===== config.mk =====
export PLATFORM = sky130hd
export DESIGN_NAME = apple1_sys_ctrl
export DESIGN_NICKNAME = d
export VERILOG_FILES = /design/src/rtl/apple1_pkg.sv /design/src/rtl/apple1_clken_div.sv /design/src/rtl/apple1_sys_ctrl.sv
export SDC_FILE = /design/constraint.sdc
export NUM_CORES = 1
export LEC_CHECK = 0
export ABC_AREA = 1
export BUFFER_PORTS_ARGS = -buffer_cell sky130_fd_sc_hd__clkbuf_2
export CAP_MARGIN = 40
export CORE_ASPECT_RATIO = 0.75
export CORE_MARGIN = 4
export CORE_UTILIZATION = 40
export CTS_BUF_LIST = sky130_fd_sc_hd__clkbuf_2 sky130_fd_sc_hd__clkbuf_4 sky130_fd_sc_hd__clkbuf_8
export CTS_CLUSTER_DIAMETER = 120
export DETAILED_ROUTE_END_ITERATION = 12
export GPL_TIMING_DRIVEN = 1
export HOLD_SLACK_MARGIN = 0.08
export PLACE_DENSITY = 0.66
export SETUP_SLACK_MARGIN = 0.05
export SYNTH_ARGS = -nofsm -noshare
export SYNTH_HDL_FRONTEND = slang
export SYNTH_SLANG_ARGS = --single-unit
export TNS_END_PERCENT = 5

===== constraint.sdc =====
create_clock -name clk25 -period 2.3 [get_ports clk25]
set_input_delay 0.46 -clock clk25 [delete_from_list [all_inputs] [get_ports clk25]]
set_output_delay 0.46 -clock clk25 [all_outputs]
set_load 0.05 [all_outputs]

===== src/rtl/apple1_pkg.sv =====
// rtl/apple1_pkg.sv - Shared rate-select encodings and default divisors for the Apple-1 system controller
package apple1_pkg;

  localparam logic [1:0] MODE_NORM  = 2'b00;
  localparam logic [1:0] MODE_SLOW  = 2'b01;
  localparam logic [1:0] MODE_TURBO = 2'b10;
  localparam logic [1:0] MODE_STEP  = 2'b11;

  localparam int NORM_DIV_DEF = 25;
  localparam int SLOW_DIV_DEF = 25000000;

endpackage


===== src/rtl/apple1_clken_div.sv =====
// rtl/apple1_clken_div.sv - CPU clock-enable divider with clean restart on rate change and single-step pulse
module apple1_clken_div
  import apple1_pkg::*;
#(
  parameter int CNT_W    = 25,
  parameter int DIV_W    = 25,
  parameter int INIT_DIV = NORM_DIV_DEF
) (
  input  logic             clk25,
  input  logic             rst_n,
  input  logic [DIV_W-1:0] divisor,
  input  logic             enable_free,
  input  logic             step_pulse,
  output logic             cpu_clken
);

  logic [CNT_W-1:0] div_cnt_q, div_cnt_d;
  logic [DIV_W-1:0] div_q;
  logic             free_q;
  logic             clken_q, clken_d;
  logic             restart;

  // Any change of the effective rate parks the counter for one idle cycle,
  // so the new rate always begins with a full-width pulse.
  always_comb begin
    restart   = (divisor != div_q) || (enable_free != free_q);
    div_cnt_d = '0;
    clken_d   = 1'b0;
    if (!restart) begin
      if (enable_free) begin
        clken_d = (div_cnt_q == '0);
        if (DIV_W'(div_cnt_q) != divisor - DIV_W'(1)) begin
          div_cnt_d = div_cnt_q + 1'b1;
        end
      end else begin
        clken_d = step_pulse;
      end
    end
  end

  always_ff @(posedge clk25 or negedge rst_n) begin
    if (!rst_n) begin
      div_cnt_q <= '0;
      div_q     <= DIV_W'(INIT_DIV);
      free_q    <= 1'b1;
      clken_q   <= 1'b0;
    end else begin
      div_cnt_q <= div_cnt_d;
      div_q     <= divisor;
      free_q    <= enable_free;
      clken_q   <= clken_d;
    end
  end

  assign cpu_clken = clken_q;

endmodule


===== src/rtl/apple1_sys_ctrl.sv =====
// rtl/apple1_sys_ctrl.sv - Apple-1 CPU clock-enable rate select, reset sequencer and debug cycle counter
module apple1_sys_ctrl
  import apple1_pkg::*;
#(
  parameter int NORM_DIV   = NORM_DIV_DEF,
  parameter int SLOW_DIV   = SLOW_DIV_DEF,
  parameter int RST_CYCLES = 63,
  parameter int CYC_W      = 32
) (
  input  logic             clk25,
  input  logic             rst_n,
  input  logic [1:0]       mode,
  input  logic             step_req,
  input  logic             soft_rst_req,
  output logic             cpu_clken,
  output logic             cpu_reset,
  output logic             rst_done,
  output logic [CYC_W-1:0] cyc_count
);

  localparam int CNT_W = $clog2(SLOW_DIV);
  localparam int DIV_W = $clog2(SLOW_DIV + 1);
  localparam int RC_W  = $clog2(RST_CYCLES + 1);

  logic [DIV_W-1:0] divisor;
  logic             enable_free;
  logic             step_pulse;
  logic             step_q;
  logic [RC_W-1:0]  rst_cnt_q;
  logic             cpu_reset_q;
  logic             rst_done_q;
  logic [CYC_W-1:0] cyc_count_q;

  // The reset sequence always runs at the normal rate, whatever mode is selected.
  always_comb begin
    divisor     = DIV_W'(NORM_DIV);
    enable_free = 1'b1;
    if (rst_done_q) begin
      case (mode)
        MODE_SLOW:  divisor = DIV_W'(SLOW_DIV);
        MODE_TURBO: divisor = DIV_W'(1);
        MODE_STEP:  enable_free = 1'b0;
        default:    divisor = DIV_W'(NORM_DIV);
      endcase
    end
  end

  assign step_pulse = rst_done_q && (mode == MODE_STEP) && step_req && !step_q;

  apple1_clken_div #(
    .CNT_W   (CNT_W),
    .DIV_W   (DIV_W),
    .INIT_DIV(NORM_DIV)
  ) u_div (
    .clk25      (clk25),
    .rst_n      (rst_n),
    .divisor    (divisor),
    .enable_free(enable_free),
    .step_pulse (step_pulse),
    .cpu_clken  (cpu_clken)
  );

  always_ff @(posedge clk25 or negedge rst_n) begin
    if (!rst_n) begin
      step_q      <= 1'b0;
      rst_cnt_q   <= '0;
      cpu_reset_q <= 1'b1;
      rst_done_q  <= 1'b0;
      cyc_count_q <= '0;
    end else begin
      step_q <= step_req;
      if (soft_rst_req) begin
        rst_cnt_q   <= '0;
        cpu_reset_q <= 1'b1;
        rst_done_q  <= 1'b0;
        cyc_count_q <= '0;
      end else if (cpu_clken) begin
        if (rst_cnt_q == RC_W'(RST_CYCLES)) begin
          cpu_reset_q <= 1'b0;
          rst_done_q  <= 1'b1;
        end else begin
          rst_cnt_q <= rst_cnt_q + 1'b1;
        end
        if (rst_done_q) begin
          cyc_count_q <= cyc_count_q + 1'b1;
        end
      end
    end
  end

  assign cpu_reset = cpu_reset_q;
  assign rst_done  = rst_done_q;
  assign cyc_count = cyc_count_q;

endmodule


==> flow_summary.yaml <==
status:
  status: "completed"
timing:
  setup_violations: 0
  layout_worst_path_cycle_share: 0.8935
  fmax_ghz: 0.4866
  finalHoldViolCount: 0
  slew_violations: 0
  skew_ns: 0.01600
  worst_pin_slew_ns: 0.5271
  finalCriticalPeriod_ns: 2.055
  relSlewSlack: 0.6486
  rsz0062_at_grt: "false"
  whs_ns: 0.07260
route:
  vias: 4066
  wl_met2_um: 4529
  wl_per_cell_um: 13.14
  via_per_inst: 4.977
  wirelength_um: 10730
  wl_met1_um: 5492
  drt_iter0_markers: 334
  dr.pass1.iters: 5
  dr_wl_met3_um: 617
  antenna_left: 0
  top_layer_used: "met4"
  drcViolationCount: 0
finish:
  final_net_count: 690
  fill_cells: 1057
  fin_area_um2: 4883
  syn_to_final_growth_pct: 14.16
  drive_above_1_share: 0.1087
  multi_input_area_um2: 2175
  antenna_cells: 0
  regArea_um2: 1782
synthesis:
  post-synth-top-count-cell: "nand2_1"
  synth_edf_count: 0
  synth_ff_type: "dfrtp_1"
  yosys.area.top_type: "dfrtp_1"
  synth_area_um2: 4278
  ys_warn_count: 0
  synth_fp_nets: 642
  syn_inst: 628
  seq_area_frac_synth: 0.4165
  synth_cell_type_count: 31
  synthTopCellsByArea: "dfrtp_1 39%, nand2_1 16%, nor2_1 12%"
  netlist.area_leader.share: 0.3919
  synth_area_per_cell_um2: 6.812
  synth_seq_cells: 71
  synth-async-reset-ratio: 1.000
  synthTopCellsByCount: "187 x nand2_1, 137 x nor2_1, 74 x inv_1"
clock_network:
  cts_resized: 0
  clkTransAtPathRegs_ns: 0.09
  cts_tree: "built"
  clk_path_buf_depth: 2
  cts-buffers-inserted: 9
  cts_max_level: 3
  clock_latency_ns: 0.36
  post_cts_buffers: 0
  cts_hold_buffers: 0
  cts-root-buf: "clkbuf_8"
  cts_sinks: 71
setup_path:
  required_ns: 2.54
  worstSetupPathType: "reg2reg"
  cp_num_buf_inv: 3
  cp_max_fo: 25
  worstPathArrival_ns: 2.29
  start_kind: "flip-flop"
  cp_cell_sequence: "inv_1, nor2_1, ha_1, inv_1, nand2_1, nand2_1, nand2_1, nor2_1, nand3_1, o21bai_4, buf_12, nor2_1"
  max_stage_delay_ns: 0.50
  endpoint_kind: "flip-flop"
  crit_family: "simple AND/OR/NAND/NOR gates"
  cp_slowest_cell: "dfrtp_1"
grt:
  grt_util_all_layers: 0.1788
  grt_pass1_wl_um: 18410
  overflow: 0
  antenna_found_initial: 0
  grt_pass1_vias: 3849
  grt_max_degree: 41
power_and_ir_drop:
  vdd_ir_drop_max_uv: 254.2
  p_per_area_nw_per_um2: 585.1
  total_leakage_power_nw: 2.373
floorplan:
  die_area_um2: 12430
  start_util: 0.4125
  fp-row-count: 32
  core_um2: 10370
  ios: 41
  die_y_um: 97.56
  fp.dieW_um: 127.4
job:
  max_cap_violations: 0
placement:
  gp_congestion: 0.9192
  dp_hpwl_um: 8119
  placed_cell_area_um2: 4681
  port_buffers: 40
worst_hold_path:
  hold_class: "in2async"
## report_power, final
part / internal (W) / total (W) / switching (W)
clock: 0.000543 / 0.00105 / 0.000508
sequential: 0.00132 / 0.00140 / 0.0000899
combinational: 0.000154 / 0.000401 / 0.000247
total: 0.00201 / 0.00286 / 0.000845
## flip-flops by register name, indices dropped and copies added (netlist names)
| register | flops |
|---|---|
| cyc_count | 32 |
| u_div.div_cnt_q | 25 |
| rst_cnt_q | 6 |
| u_div.div_q | 3 |
| cpu_reset | 1 |
| rst_done | 1 |
| step_q | 1 |
| u_div.cpu_clken | 1 |
| u_div.free_q | 1 |
## placed cells by master, fill, tap and decap left out, drive strengths merged, types with 4 or more instances in the layout
master and instances:
clkinv 4, clkbuf 50, nand4 19, nor3 8, a21oi 16, xnor2 4
ha 8, nand2 189, o21ai 20, inv 75, dfstp 4, dfrtp 67
nor2 139, buf 7, nand3 41, xor2 17
## cell families (layout without fill, tap and decap cells)
group / Yosys count / count (layout) / share of synthesized area
buffers and inverters: 84 / 137 / 0.07517
AOI/OAI and AO/OA: 45 / 45 / 0.05967
and+or+nand+nor: 399 / 399 / 0.3823
xor gates and xnor gates: 21 / 21 / 0.04299
adders and majority gates: 8 / 8 / 0.02340
DFF: 71 / 71 / 0.4165
## metal layers
layer / global-route usage / vias up
met5: 0 / -
met4: 0.04452 / 0
met3: 0.03516 / 9
met2: 0.2552 / 102
met1: 0.2746 / 1896
li1: - / 2059
## path summary, 6_finish.rpt
check,from,end,slack [ns],depth (start not counted)
setup / recovery,rst_done$_DFFE_PN0P_,u_div.div_cnt_q[4]$_DFF_PN0_,0.25,12
hold / removal,rst_n,cyc_count[24]$_DFFE_PN0P_,0.07,1
setup reg to reg,rst_done$_DFFE_PN0P_,u_div.div_cnt_q[4]$_DFF_PN0_,0.25,12
hold reg to reg,cpu_reset$_DFFE_PN1P_,cpu_reset$_DFFE_PN1P_,0.46,2
max in group asynchronous,rst_n,u_div.free_q$_DFF_PN1_,1.62,2
min in group clk25,step_req,step_q$_DFF_PN0_,0.23,1
## final cells by class
type | count | area share
timing repair buffer | 46 | 0.05585
multi-input combinational | 473 | 0.4453
inverter | 75 | 0.05765
clock inverter | 5 | 0.01179
clock buffer | 11 | 0.02972
sequential | 71 | 0.3648
tap | 136 | 0.03484
## stage by stage
step / cells / power (W) / TNS (ns) / utilization / worst slack (ns)
final: 817 / 0.002857 / 0 / 0.4709 / 0.2451
after global routing: 817 / 0.003010 / 0 / 0.4709 / 0.06730
after CTS: 817 / 0.002885 / 0 / 0.4709 / 0.2342
after detailed placement: 801 / 0.001831 / -0.9010 / 0.4514 / -0.04464
after global placement: 801 / 0.001816 / 0 / 0.4514 / 0.05721
after floorplan: 628 / 0.001698 / 0 / - / 0.1246
Power figures use the tool's default switching activity.
